[src/rtl/pcie_phy_pkg.sv]
// rtl/pcie_phy_pkg.sv - shared PIPE receiver-detect types and constants
package pcie_phy_pkg;

    typedef enum logic [2:0] {
        IDLE   = 3'd0,
        ASSERT = 3'd1,
        WAIT   = 3'd2,
        EVAL   = 3'd3,
        GAP    = 3'd4,
        DONE   = 3'd5
    } rx_detect_state_e;

    localparam logic [2:0] RXSTATUS_RX_PRESENT = 3'b011;

    localparam logic [5:0] LINK_WIDTH_X0  = 6'd0;
    localparam logic [5:0] LINK_WIDTH_X1  = 6'd1;
    localparam logic [5:0] LINK_WIDTH_X2  = 6'd2;
    localparam logic [5:0] LINK_WIDTH_X4  = 6'd4;
    localparam logic [5:0] LINK_WIDTH_X8  = 6'd8;
    localparam logic [5:0] LINK_WIDTH_X16 = 6'd16;

    // Largest legal link width not exceeding a contiguous lane count
    function automatic logic [5:0] pow2_floor(input logic [4:0] cnt);
        logic [5:0] width;
        if (cnt >= 5'd16)     width = LINK_WIDTH_X16;
        else if (cnt >= 5'd8) width = LINK_WIDTH_X8;
        else if (cnt >= 5'd4) width = LINK_WIDTH_X4;
        else if (cnt >= 5'd2) width = LINK_WIDTH_X2;
        else if (cnt >= 5'd1) width = LINK_WIDTH_X1;
        else                  width = LINK_WIDTH_X0;
        return width;
    endfunction

endpackage

[src/rtl/pcie_lane_width_calc.sv]
// rtl/pcie_lane_width_calc.sv - contiguous detected-lane count reduced to a legal link width
module pcie_lane_width_calc
    import pcie_phy_pkg::*;
#(
    parameter int NUM_LANES = 4
) (
    input  logic [NUM_LANES-1:0] i_detected,
    output logic [5:0]           o_width
);

    logic [4:0] w_count;
    logic       w_run;

    // Count detected lanes starting at bit 0 until the first missing lane
    always_comb begin
        w_count = 5'd0;
        w_run   = 1'b1;
        for (int i = 0; i < NUM_LANES; i++) begin
            if (w_run && i_detected[i]) begin
                w_count = w_count + 5'd1;
            end else begin
                w_run = 1'b0;
            end
        end
    end

    assign o_width = pow2_floor(w_count);

endmodule

[src/rtl/pcie_rx_detect_ctrl.sv]
// rtl/pcie_rx_detect_ctrl.sv - PIPE receiver-detection sequencer with retries; lane reversal under PCIE_LANE_REVERSAL_EN
module pcie_rx_detect_ctrl
    import pcie_phy_pkg::*;
#(
    parameter int MAX_NUM_LANES  = 4,
    parameter int TIMEOUT_CYCLES = 1000,
    parameter int MAX_RETRIES    = 2
) (
    input  logic                       clk_i,
    input  logic                       rst_ni,
    input  logic                       start_i,
    input  logic [MAX_NUM_LANES-1:0]   phy_phystatus_i,
    input  logic [3*MAX_NUM_LANES-1:0] phy_rxstatus_i,
    output logic                       phy_txdetectrx_o,
    output logic [MAX_NUM_LANES-1:0]   lane_status_o,
    output logic [5:0]                 link_width_o,
    output logic                       lane_reversed_o,
    output logic                       busy_o,
    output logic                       done_o,
    output logic                       fail_o
);

    localparam int TW = (TIMEOUT_CYCLES > 1) ? $clog2(TIMEOUT_CYCLES + 1) : 1;
    localparam int RW = (MAX_RETRIES > 0) ? $clog2(MAX_RETRIES + 1) : 1;
    localparam logic [TW-1:0] TO_LAST   = TW'(TIMEOUT_CYCLES - 1);
    localparam logic [RW-1:0] RETRY_MAX = RW'(MAX_RETRIES);

    rx_detect_state_e r_state;
    rx_detect_state_e w_next_state;

    logic [MAX_NUM_LANES-1:0] r_seen;
    logic [MAX_NUM_LANES-1:0] r_detected;
    logic [TW-1:0]            r_timeout;
    logic [RW-1:0]            r_retries;
    logic [MAX_NUM_LANES-1:0] r_lane_status;
    logic [5:0]               r_link_width;
    logic                     r_fail;

    logic [MAX_NUM_LANES-1:0] w_rx_present;
    logic [MAX_NUM_LANES-1:0] w_new_lanes;
    logic                     w_all_seen;
    logic                     w_timeout_hit;
    logic                     w_retry;
    logic [5:0]               w_width_norm;
    logic [5:0]               w_width;
    logic                     w_reversed;

    for (genvar g = 0; g < MAX_NUM_LANES; g++) begin : g_rx_present
        assign w_rx_present[g] = (phy_rxstatus_i[3*g +: 3] == RXSTATUS_RX_PRESENT);
    end

    // A pulse on the exit cycle still counts toward both "all seen" and capture
    assign w_new_lanes   = phy_phystatus_i & ~r_seen;
    assign w_all_seen    = &(r_seen | phy_phystatus_i);
    assign w_timeout_hit = (r_timeout == TO_LAST);
    assign w_retry       = (w_width == LINK_WIDTH_X0) && (r_retries < RETRY_MAX);

    pcie_lane_width_calc #(
        .NUM_LANES (MAX_NUM_LANES)
    ) u_calc_norm (
        .i_detected (r_detected),
        .o_width    (w_width_norm)
    );

`ifdef PCIE_LANE_REVERSAL_EN
    logic [MAX_NUM_LANES-1:0] w_det_rev;
    logic [5:0]               w_width_rev;
    logic                     r_lane_reversed;

    for (genvar g = 0; g < MAX_NUM_LANES; g++) begin : g_rev
        assign w_det_rev[g] = r_detected[MAX_NUM_LANES-1-g];
    end

    pcie_lane_width_calc #(
        .NUM_LANES (MAX_NUM_LANES)
    ) u_calc_rev (
        .i_detected (w_det_rev),
        .o_width    (w_width_rev)
    );

    // Reversed order wins only when strictly wider; ties stay in normal order
    always_comb begin
        w_width    = w_width_norm;
        w_reversed = 1'b0;
        if (w_width_rev > w_width_norm) begin
            w_width    = w_width_rev;
            w_reversed = 1'b1;
        end
    end

    // Reversal flag is latched alongside the other results
    always_ff @(posedge clk_i) begin
        if (!rst_ni) begin
            r_lane_reversed <= 1'b0;
        end else if (r_state == EVAL && !w_retry) begin
            r_lane_reversed <= w_reversed;
        end
    end

    assign lane_reversed_o = r_lane_reversed;
`else
    assign w_width         = w_width_norm;
    assign w_reversed      = 1'b0;
    assign lane_reversed_o = 1'b0;
`endif

    // State register
    always_ff @(posedge clk_i) begin
        if (!rst_ni) begin
            r_state <= IDLE;
        end else begin
            r_state <= w_next_state;
        end
    end

    // Next-state selection
    always_comb begin
        w_next_state = r_state;
        case (r_state)
            IDLE:    if (start_i) w_next_state = ASSERT;
            ASSERT:  w_next_state = WAIT;
            WAIT:    if (w_all_seen || w_timeout_hit) w_next_state = EVAL;
            EVAL:    w_next_state = w_retry ? GAP : DONE;
            GAP:     w_next_state = ASSERT;
            DONE:    w_next_state = IDLE;
            default: w_next_state = IDLE;
        endcase
    end

    // Moore outputs decoded from the current state
    always_comb begin
        phy_txdetectrx_o = (r_state == ASSERT) || (r_state == WAIT);
        busy_o           = (r_state != IDLE);
        done_o           = (r_state == DONE);
    end

    // Lane capture, timeout/retry counters and result latching
    always_ff @(posedge clk_i) begin
        if (!rst_ni) begin
            r_seen        <= '0;
            r_detected    <= '0;
            r_timeout     <= '0;
            r_retries     <= '0;
            r_lane_status <= '0;
            r_link_width  <= LINK_WIDTH_X0;
            r_fail        <= 1'b0;
        end else begin
            case (r_state)
                IDLE: begin
                    if (start_i) begin
                        r_seen     <= '0;
                        r_detected <= '0;
                        r_retries  <= '0;
                    end
                end
                ASSERT: begin
                    r_timeout <= '0;
                end
                WAIT: begin
                    r_seen     <= r_seen | phy_phystatus_i;
                    r_detected <= r_detected | (w_new_lanes & w_rx_present);
                    if (!w_timeout_hit) begin
                        r_timeout <= r_timeout + 1'b1;
                    end
                end
                EVAL: begin
                    if (w_retry) begin
                        r_retries <= r_retries + 1'b1;
                    end else begin
                        r_lane_status <= r_detected;
                        r_link_width  <= w_width;
                        r_fail        <= (w_width == LINK_WIDTH_X0);
                    end
                end
                GAP: begin
                    r_seen     <= '0;
                    r_detected <= '0;
                end
                default: ;
            endcase
        end
    end

    assign lane_status_o = r_lane_status;
    assign link_width_o  = r_link_width;
    assign fail_o        = r_fail;

endmodule

[config.mk]
export PLATFORM = sky130hd
export DESIGN_NAME = pcie_rx_detect_ctrl
export DESIGN_NICKNAME = d
export VERILOG_FILES = /design/src/rtl/pcie_phy_pkg.sv /design/src/rtl/pcie_lane_width_calc.sv /design/src/rtl/pcie_rx_detect_ctrl.sv
export SDC_FILE = /design/constraint.sdc
export NUM_CORES = 1
export LEC_CHECK = 0
export BUFFER_PORTS_ARGS = -buffer_cell sky130_fd_sc_hd__buf_2
export CAP_MARGIN = 5
export CORE_AREA = 2 2 64 66
export DETAILED_ROUTE_END_ITERATION = 10
export DIE_AREA = 0 0 66 68
export PLACE_DENSITY_LB_ADDON = 0.2
export REMOVE_ABC_BUFFERS = 1
export SLEW_MARGIN = 10
export SYNTH_ARGS = -nofsm -noshare
export SYNTH_HDL_FRONTEND = slang
export SYNTH_SLANG_ARGS = --single-unit
[constraint.sdc]
create_clock -name clk_i -period 2.35 [get_ports clk_i]
set_input_delay 0 -clock clk_i [delete_from_list [all_inputs] [get_ports clk_i]]
set_output_delay 0 -clock clk_i [all_outputs]
set_load 0.01 [all_outputs]
Word level (Yosys, flattened, before mapping) --
Cells that the tools add are included.
Word-level totals: RAM bits 0, bits in read-only memories 0, register bits after elaboration 34, bits in latches 0, word-level logic and storage cells 81, input port bits 19, memories 0
Cells by class: reduce and logical (&&, ||, !) cells 18, shift operators 0, $lt $le $gt $ge 6, multiplexer cells 24, divide/modulo/power cells 0, multipliers 0, add/sub/neg operators 5, bitwise operators 6, eq/ne operators 14
Operators with widths (number):
- $mux 6 | 4
- $pmux 4 s3 | 2
- $pmux 10 s2 | 1
- $eq 3x2->1 const B | 6
- $add 5x1->5 const B | 3
- $mux 5 | 3
- $pmux 3 s5 | 1
- $add 10x1->10 const B | 1
- $eq 10x10->1 const B | 1
- $mux 10 | 1
- $and 4x4->4 | 2
- $ne 2x2->1 const B | 4
- $or 4x4->4 | 2
- $reduce_and 2->1 | 4
- $eq 3x3->1 const B | 2
- $logic_not 6->1 | 1
- $mux 1 | 6
- $mux 3 | 2
- $reduce_bool 3->1 | 2
- $ge 5x1->1 const B | 1
- $ge 5x2->1 const B | 1
- $ge 5x3->1 const B | 1
- $ge 5x4->1 const B | 1
- $ge 5x5->1 const B | 1
- 14 further kinds | 20

Longest topological paths before layout --
Gate-level depths: netlist (run 1).
depth in word-level cells 17, mapped depth 8, gate-level depth less buffers 7

Modules after synthesis --
Synthesis (run 1) repeated with hierarchy kept, for this count alone.
Unflattened totals: cells, all modules 207, area, all modules 1622.8 sq um
By module, submodules not included:
- pcie_rx_detect_ctrl | area an instance 1541.5 sq um, times used 1, cells an instance 194, sequential area each 680.7 sq um
- pcie_lane_width_calc | area an instance 81.3 sq um, times used 1, cells an instance 13, sequential area each 0.0 sq um

Worst setup path after synthesis (run 1) --
No wires, ideal clock.
kind reg2reg, from register r_state[1], to register r_timeout[8], required time 2.229 ns, path slack 0.743 ns, arrival 1.486 ns, path buffers 1, stages on the path, launching flop included 6, cell sequence dfxtp_1 > xnor2_1 > or2_1 > clkbuf_1 > nor4_1 > mux2_2
Between the ends: longest elaborated chain between the ends 3
RTL lines:
- start, declared | RTL line pcie_rx_detect_ctrl.sv:28 | rx_detect_state_e r_state;
- start signal, assigned | RTL line pcie_rx_detect_ctrl.sv:112 | r_state <= w_next_state;
- $eq 3x2->1 / $eq 3x1->1 (equally long branches) | RTL line pcie_rx_detect_ctrl.sv:148 | case (r_state)
- $ne 2x2->1 (no line) / $reduce_bool 2->1 (equally long branches)
- $reduce_and 2->1 (no line)
- end signal, assigned | RTL line pcie_rx_detect_ctrl.sv:163 | r_timeout <= r_timeout + 1'b1;
- end, declared | RTL line pcie_rx_detect_ctrl.sv:33 | logic [TW-1:0] r_timeout;
Several ways; a longest one is shown, not always the timed one. A chain may end at the register's enable or synchronous reset.

Worst setup path in the final report (run 1) --
Ends and elaborated chain as after synthesis.

==> results.cfg, run 1 <==
[critical_path]
cp_max_fo = 14
startpoint_type = flip-flop
r2r-end = r_timeout[8]$_SDFFE_PN0P_
worstRegToRegCells = 4
rrSetupSlack_ps = 440
path_class = flip-flop to flip-flop
reg2reg_from = r_state[1]$_SDFFE_PN0P_
critPathRequiredTime_ps = 2520
cp-end-kind = flip-flop
cp_data_arrival_time_ps = 2080

[sta]
min_period_ps = 1910
slew_viol_final = 0
tightest_slew_ps = 879
fmax_mhz = 522
fin_hold_ws_ps = 23.6
setup_viol = 0
setup_slack_ps = 435
rsz0062_at_grt = false
skew_ps = 6.28
fin_tns_setup_ps = 0
period_share_pct = 81.5
slew_headroom_pct = 41.3
hold_viol = 0

[run]
cap_violations = 0

[global_routing]
grt_remaining_overflow = 0
grt_pass1_wl_mm = 4.75
antenna_found_initial = 0
track_usage_pct = 14.1
grt_max_degree = 15
grt_pass1_vias = 1067

[synth]
synthFlopType = dfxtp_1
yosys_warnings = 0
yosys_register_bits = 32
yosysTopAreaCellShare_pct = 43.2
ys_async_sr_fraction_pct = 0
synth_top_cells_by_area = dfxtp_1 43%, nor2_1 6.6%, nand2_1 4.8%, a21oi_1 4.4%, mux2i_1 4.1%
synth_cells = 180
synth_edf_count = 0
ys_types = 41
syn-cell-area_sq_mm = 0.00148
synth_seq_area_share_pct = 43.2
postSynthAreaPerCell_sq_um = 8.23
yosys.area.top_type = dfxtp_1

[worst_hold_path]
min_path_cells = 4
holdPathEnd = r_detected[2]$_SDFFE_PN0P_
holdCritStartpoint = phy_rxstatus_i[8]
hold_path.class = input port to flip-flop

[floorplanning]
die_area_sq_mm = 0.00449
pin_count = 34
die_y_microns = 68
core.rowCount = 23
start_util_pct = 38.4
die_w_microns = 66
core-area_sq_mm = 0.00386

[detailed_routing]
drtPass1Iterations = 5
drc = 0
totalWireLength_mm = 3.02
viasPerCell = 4.96
drtIter0Drc = 103
avgRoutedWirePerCell_microns = 11.4
antenna_left = 0
vias = 1314

[pwr]
p_leak_uw = 0.000769
switchingPower_uw = 323
p_clk_share_pct = 40.2
peakVddDrop_mv = 0.300
combPwrFrac_pct = 13.2
p_sw_share_pct = 25.5
seqPwrFrac_pct = 46.6
p_int_uw = 944
powerDensity_mw_per_mm2 = 700

[final_layout]
nFillCells = 398
drive_above_1_share_pct = 19.5
finish.net_count = 235
antenna_cells = 0
layout.cells.most_common_list = 32 x dfxtp_1, 30 x buf_2, 26 x nor2_1
utilization_pct = 46.9
final_common_cell = dfxtp_1
syn_to_final_growth_pct = 22.2

[clock_network]
clock_latency_ps = 280
cts_inserted_buffers = 5
cts_max_path_buffers = 2
cts_root_buffer = clkbuf_8
cts.clk_slew.worst_paths_ps = 60
htreeDepth = 2
clock_sinks = 32
cts_tree = built

[outcome]
status = finished clean

[place]
pre_cts_slack_ps = 471
gp_congestion = 0.755
io_buffers = 30
hpwl_mm = 2.17
worst max path at each step:
stage	startpoint	endpoint	slack, ps	cells after the start
finish	r_state[1]$_SDFFE_PN0P_	r_timeout[8]$_SDFFE_PN0P_	440	4
global placement	r_state[1]$_SDFFE_PN0P_	r_timeout[8]$_SDFFE_PN0P_	500	4
floorplan	r_state[1]$_SDFFE_PN0P_	r_timeout[8]$_SDFFE_PN0P_	640	4
CTS	r_state[1]$_SDFFE_PN0P_	r_timeout[8]$_SDFFE_PN0P_	460	4
detailed placement	r_state[1]$_SDFFE_PN0P_	r_timeout[8]$_SDFFE_PN0P_	470	4
global route	r_state[0]$_SDFFE_PN0P_	r_timeout[8]$_SDFFE_PN0P_	290	4
Yosys cell counts, types with 4 or more instances:
cell and number:
nand3_1 7, nand2_1 19, nor3_1 7, nor3b_1 4, xnor2_1 4, mux2i_1 6, clkbuf_1 7, inv_1 9
a21oi_1 13, nor2_1 26, dfxtp_1 32
worst max-delay path, cell delays in order (launching register included):
cell and delay (ps):
dfxtp_1 570, xnor2_1 210, or2_1 350, nor4_1 320
mux2_2 360
per-layer routing:
layer	wire length [microns]	vias to the layer above	part of all wire, %	GRT usage [%]
met4	32	0	1.1	4.59
met5	0	-	0	0
met2	1210	39	40	21.2
li1	-	689	-	-
met1	1610	582	53	18.9
met3	172	4	5.7	4.93
cell families (layout without fill, tap and decap cells):
logic type               count (synthesis)  count (layout)  share of synthesized area (%)
adder cells (fa/ha/maj)                  2               2                           1.69
AND/OR/NAND/NOR                         81              81                           27.7
other                                    1               3                          0.253
flip-flops                              32              32                           43.2
XOR/XNOR                                 5               5                           2.96
multiplexers                             7               7                           4.81
AO/OA/AOI/OAI                           32              32                           13.4
buffers and inverters                   20              53                           5.91
what timing repair did:
action	CTS	global route
endpoints found under the hold margin	7	0
buffers inserted	0	0
hold buffers	4	0
resized for setup	0	0
final cells by class:
cell class / instances / area (sq um) / area share [%]
Inverter: 9 / 33.8 / 1.87
Clock buffer: 6 / 72.6 / 4.01
Multi-Input combinational cell: 130 / 761 / 42.0
Tap cell: 50 / 62.6 / 3.46
Sequential cell: 32 / 641 / 35.4
Timing Repair Buffer: 36 / 205 / 11.3
Clock inverter: 2 / 35.0 / 1.94
stage by stage:
| step | total power (uW) | cells | area [sq um] |
|---|---|---|---|
| 6_report | 1270 | 265 | 1810 |
| 3_5_place_dp | 764 | 253 | 1660 |
| 3_3_place_gp | 762 | 253 | 1660 |
| 5_1_grt | 1340 | 265 | 1810 |
| 4_1_cts | 1280 | 265 | 1810 |
| 2_1_floorplan | 699 | 171 | 1440 |
power groups by stage:
stage / registers (uW) / logic, uW / clock network (uW)
floorplan: 595 / 104 / 0
detailed placement: 602 / 162 / 0
global route: 595 / 188 / 553
global placement: 601 / 162 / 0
finish: 590 / 167 / 510
CTS: 589 / 168 / 526
registers in the layout, summed over array words and instances (netlist names):
signal and flops:
r_state 3, link_width_o 4, lane_status_o 4, r_retries 2, r_timeout 10, fail_o 1, r_seen 4, r_detected 4
(Power assumes the default switching activity.)
==> run 2, diff against run 1 <==
--- a/config.mk
+++ b/config.mk
@@ -5,11 +5,12 @@
 export SDC_FILE = /design/constraint.sdc
 export NUM_CORES = 1
 export LEC_CHECK = 0
+export ABC_AREA = 1
 export BUFFER_PORTS_ARGS = -buffer_cell sky130_fd_sc_hd__buf_2
 export CAP_MARGIN = 5
-export CORE_AREA = 2 2 64 66
+export CORE_AREA = 2 2 65 67
 export DETAILED_ROUTE_END_ITERATION = 10
-export DIE_AREA = 0 0 66 68
+export DIE_AREA = 0 0 67 69
 export PLACE_DENSITY_LB_ADDON = 0.2
 export REMOVE_ABC_BUFFERS = 1
 export SLEW_MARGIN = 10
==> constraint.sdc (replaced) <==
create_clock -name clk_i -period 1.6 [get_ports clk_i]
set_input_delay 0 -clock clk_i [delete_from_list [all_inputs] [get_ports clk_i]]
set_output_delay 0 -clock clk_i [all_outputs]
set_load 0.01 [all_outputs]
==> run 2 against run 1 <==
Against the previous run: via count rose by 13%; count of clock-buffer cells in the layout is the same; global-route usage rose by 2.6 points; first-iteration DRC count decreased by 62%; register-to-register slack worse by 240 ps; highest routed layer unchanged; sequential share of layout area fell by 2.0 points; setup slack worse by 260 ps.
==> results.cfg, run 2 <==
[global_routing]
antenna_found_initial = 0
gr-max-usage-layer = met2
grt_pass1_vias = 1421
track_usage_pct = 16.7
grt_max_degree = 14
use_met3_pct = 5.87
grt_pass1_wl_mm = 5.98
grt_remaining_overflow = 0
grt_use_met2_pct = 26.5
use_met1_pct = 20.4

[synth]
synth_xor_area_share_pct = 0
yosys.area.top_type = dfxtp_1
yosys_warnings = 0
ys_async_sr_fraction_pct = 0
synth_cells = 223
yosys_register_bits = 32
synth_most_common_cell = nand2_1
synth_mux_area_share_pct = 0
synth_edf_count = 0
ys_types = 21
yosysTopAreaCellShare_pct = 41.8
postSynthAreaPerCell_sq_um = 6.87
syn-cell-area_sq_mm = 0.00153
synth_seq_area_share_pct = 41.8
synth_fa_ha_area_share_pct = 1.63
synth_top_family_by_area = simple AND/OR/NAND/NOR gates
synth_top_cells_by_area = dfxtp_1 42%, nand2_1 12%, a21oi_1 8.5%, inv_1 7.1%, nor2_1 6.6%
synth_compound_area_share_pct = 11.4
synthFlopType = dfxtp_1
ys_top_cells_by_count = 51 x nand2_1, 32 x dfxtp_1, 29 x inv_1, 27 x nor2_1, 26 x a21oi_1
yosys.area_share.simple_pct = 35.3

[detailed_routing]
vias = 1480
totalWireLength_mm = 3.37
drc = 0
avgRoutedWirePerCell_microns = 10.6
antenna_left = 0
drtPass1Iterations = 4
viasPerCell = 4.67
drtIter0Drc = 39

[critical_path]
worstRegToRegCells = 10
cp-startpoint = r_state[1]$_SDFFE_PN0P_
startpoint_type = flip-flop
cp_data_arrival_time_ps = 1430
critPathRequiredTime_ps = 1600
rrSetupSlack_ps = 200
cp_max_fo = 6
cp-end-kind = primary output
path_class = flip-flop to primary output
reg2reg_from = r_timeout[0]$_SDFFE_PN0P_
r2r-end = r_timeout[9]$_SDFFE_PN0P_

[sta]
slew_viol_final = 0
period_share_pct = 89.2
setup_viol = 0
min_period_ps = 1430
fin_tns_setup_ps = 0
fmax_mhz = 700
rsz0062_at_grt = false
hold_viol = 0
skew_ps = 7.75

[final_layout]
layout.cells.most_common_list = 51 x nand2_1, 31 x dfxtp_1, 30 x buf_2
largest_reg_flops = 10
stdcell_area_sq_mm = 0.00192
syn_to_final_growth_pct = 25.3
final_common_cell = nand2_1
antenna_cells = 0
regMostFlops = r_timeout
fin_cells = 317
drive_above_1_share_pct = 18.0
finish.net_count = 287

[place]
hpwl_mm = 2.44
io_buffers = 30
placed_cells = 302
dpl_cell_area_sq_mm = 0.00174
gp_congestion = 0.809

[pwr]
power_uw = 2250
peakVddDrop_mv = 0.539
powerDensity_mw_per_mm2 = 1170
p_leak_uw = 0.000842

[clock_network]
clock_latency_ps = 280
htreeDepth = 2
cts_tree = built
clock_sinks = 32
cts.clk_slew.worst_paths_ps = 70
cts_inserted_buffers = 5
cts_root_buffer = clkbuf_8
post_cts_buffers = 0
cts_max_path_buffers = 2

[outcome]
status = finished clean

[floorplanning]
core-area_sq_mm = 0.00391
die_area_sq_mm = 0.00462
die_w_microns = 67
start_util_pct = 39.2
die_y_microns = 69
pin_count = 34
core.rowCount = 23

[worst_hold_path]
holdCritStartpoint = phy_rxstatus_i[11]
hold_path.class = input port to flip-flop
min_path_cells = 4
holdPathEnd = r_detected[3]$_SDFFE_PN0P_

[run]
cap_violations = 0
run 2: cell types whose count changed in the layout (fill, tap and decap cells not counted), sizes merged, moves of 4 or more:
cell   previous run  this run
nand2            19        55
inv               9        29
mux2i             6         0
o21ai             3         9
a21oi            13        26
nor3b             5         0
xnor2             4         0
nand3             7        21
run 2: layer usage:
metal / part of all wire, % / routed length [microns]
met5: 0 / 0
met2: 47 / 1580
met4: 1.7 / 57
met1: 47 / 1570
met3: 4.6 / 154
run 2: timing repair:
| item | CTS | global route |
|---|---|---|
| resized for setup | 0 | 2 |
| endpoints found under the setup margin | 0 | 3 |
| hold buffers | 7 | 0 |
| hold endpoints to repair | 5 | 0 |
run 2: how the worst max path moves through the flow:
stage,endpoint,slack (ps),depth (start not counted)
CTS,r_timeout[9]$_SDFFE_PN0P_,100,10
detailed placement,r_timeout[9]$_SDFFE_PN0P_,120,10
global placement,r_timeout[9]$_SDFFE_PN0P_,140,10
finish,phy_txdetectrx_o,170,5
floorplan,r_timeout[9]$_SDFFE_PN0P_,270,10
global route,r_detected[3]$_SDFFE_PN0P_,20,6
run 2: cell type report:
cell class,instances,area (sq um)
repair buffers,40,243
well taps,50,62.6
inverters,29,109
fillers,402,1990
multi-input cells,158,757
clock inverters,2,35.0
flip-flops and latches,32,642
clock buffers,6,72.6
run 2: cell families after synthesis:
family / count (synthesis)
DFF: 32
AOI/OAI and AO/OA: 35
adders and majority gates: 2
other: 1
buffers and inverters: 35
and+or+nand+nor: 118
run 2: critical path: stages (launching register included):
cell     delay [ps]
dfxtp_1         380
inv_1           110
nor3_4          220
inv_1           200
nand2_1         100
buf_2           130
run 2: stage by stage:
stage,setup WS [ps],hold WS (ps),util (%)
2_1_floorplan,273,127,-
3_3_place_gp,143,267,44.4
3_5_place_dp,119,272,44.4
4_1_cts,104,26.5,48.9
5_1_grt,24.6,65.8,49.1
6_report,172,33.3,49.1
run 2: report_power, final:
part           leakage, uW  internal (uW)  switching [uW]
logic             0.000527            194             390
clock network    0.0000552            462             295
registers         0.000259            855            55.9
total             0.000842           1510             741
==> run 3, diff against run 2 <==
--- a/config.mk
+++ b/config.mk
@@ -9,11 +9,12 @@
 export BUFFER_PORTS_ARGS = -buffer_cell sky130_fd_sc_hd__buf_2
 export CAP_MARGIN = 5
 export CORE_AREA = 2 2 65 67
+export CTS_BUF_LIST = sky130_fd_sc_hd__clkbuf_4 sky130_fd_sc_hd__clkbuf_8
 export DETAILED_ROUTE_END_ITERATION = 10
 export DIE_AREA = 0 0 67 69
 export PLACE_DENSITY_LB_ADDON = 0.2
 export REMOVE_ABC_BUFFERS = 1
-export SLEW_MARGIN = 10
+export SLEW_MARGIN = 20
 export SYNTH_ARGS = -nofsm -noshare
 export SYNTH_HDL_FRONTEND = slang
 export SYNTH_SLANG_ARGS = --single-unit
==> run 3 against run 2 <==
Against the previous run: clock power up 2%; non-clock buffer count unchanged; global-route usage unchanged; sequential share of layout area down 0.065 points; via count unchanged; die area unchanged; sequential power about the same; utilization up 0.096 points.
==> results.cfg, run 3 (same netlist as run 2, synthesis figures left out) <==
[outcome]
status = finished clean

[critical_path]
cp_max_fo = 6
critPathRequiredTime_ps = 1600
rrSetupSlack_ps = 200
cp_data_arrival_time_ps = 1430
startpoint_type = flip-flop
cp-startpoint = r_state[1]$_SDFFE_PN0P_
path_class = flip-flop to primary output
cp-end-kind = primary output
reg2reg_from = r_timeout[0]$_SDFFE_PN0P_

[place]
hpwl_mm = 2.44
placed_cells = 302
gp_congestion = 0.809
io_buffers = 30

[clock_network]
htreeDepth = 2
clock_latency_ps = 280
cts_tree = built
cts_max_path_buffers = 2
cts_root_buffer = clkbuf_8
cts.clk_slew.worst_paths_ps = 70
cts_inserted_buffers = 5
clock_sinks = 32

[floorplanning]
die_y_microns = 69
start_util_pct = 39.2
core-area_sq_mm = 0.00391
core.rowCount = 23
die_area_sq_mm = 0.00462
die_w_microns = 67
pin_count = 34

[final_layout]
finish.net_count = 287
final_common_cell = nand2_1
fin_cells = 317
utilization_pct = 49.2
syn_to_final_growth_pct = 25.6
drive_above_1_share_pct = 18.4
antenna_cells = 0
layout.cells.most_common_list = 51 x nand2_1, 31 x dfxtp_1, 30 x buf_2
largest_reg_flops = 10
regMostFlops = r_timeout

[global_routing]
grt_pass1_vias = 1421
grt_remaining_overflow = 0
grt_pass1_wl_mm = 5.98
track_usage_pct = 16.7
grt_max_degree = 14
antenna_found_initial = 0

[sta]
setup_viol = 0
period_share_pct = 89.3
fmax_mhz = 700
fin_tns_setup_ps = 0
hold_viol = 0
rsz0062_at_grt = false
slew_viol_final = 0
skew_ps = 7.75
min_period_ps = 1430

[detailed_routing]
avgRoutedWirePerCell_microns = 10.6
drc = 0
viasPerCell = 4.67
antenna_left = 0
vias = 1480
drtIter0Drc = 39
totalWireLength_mm = 3.37
drtPass1Iterations = 4

[pwr]
p_sw_share_pct = 32.7
seqPwrFrac_pct = 40.2
peakVddDrop_mv = 0.540
switchingPower_uw = 741
p_clk_share_pct = 34.1
combPwrFrac_pct = 25.7
p_int_uw = 1530
p_leak_uw = 0.000845
powerDensity_mw_per_mm2 = 1180

[worst_hold_path]
holdCritStartpoint = phy_rxstatus_i[11]
hold_path.class = input port to flip-flop

[run]
cap_violations = 0
## run 3: cell counts in the layout (fill, tap and decap cells not counted)
No cell type changed its count.
## run 3: worst paths after layout
path | end | cells past startpoint
min reg2reg | link_width_o[3]$_SDFFE_PN0P_ | 2
max reg2reg | r_timeout[9]$_SDFFE_PN0P_ | 10
max | phy_txdetectrx_o | 5
min | r_detected[3]$_SDFFE_PN0P_ | 4
## run 3: metrics by stage
| stage | hold slack (ps) | instance area [sq um] | worst slack, ps | power (uW) |
|---|---|---|---|---|
| after floorplan | 127 | 1500 | 273 | 1330 |
| after global routing | 65.8 | 1920 | 25.3 | 2410 |
| after detailed placement | 272 | 1740 | 119 | 1500 |
| final | 33.1 | 1920 | 172 | 2270 |
| after CTS | 25.6 | 1920 | 104 | 2290 |
| after global placement | 267 | 1740 | 143 | 1500 |
## run 3: layout make-up
class	instances	area (sq um)
fill	401	1990
sequential	32	642
tap	50	62.6
clock inverter	2	35.0
multi-input combinational	158	757
timing repair buffer	40	243
clock buffer	6	76.3
inverter	29	109
## run 3: timing repair
item,4_1_cts,5_1_grt
endpoints found under the setup margin,0,3
resized for setup,0,2
hold buffers,7,0
setup buffers,0,0
endpoints found under the hold margin,5,0
## run 3: critical path: stages, from the launching register on
cell and delay [ps]:
dfxtp_1 380, inv_1 110, nor3_4 220, inv_1 200, nand2_1 100, buf_2 130
## run 3: power by group through the flow
stage	clock [uW]	sequential (uW)	combinational, uW
global route	828	918	664
CTS	799	909	584
detailed placement	0	927	570
floorplan	0	915	416
global placement	0	926	576
finish	774	911	584
## run 3: metal layers
layer  vias to the layer above  global-route usage [%]  routed length [microns]  part of all wire (%)
met5                         -                       0                        0                     0
met4                         0                    6.12                       57                   1.7
met3                         6                    5.87                      154                   4.6
met2                        25                    26.5                     1580                    47
met1                       651                    20.4                     1580                    47
li1                        798                       -                        -                     -
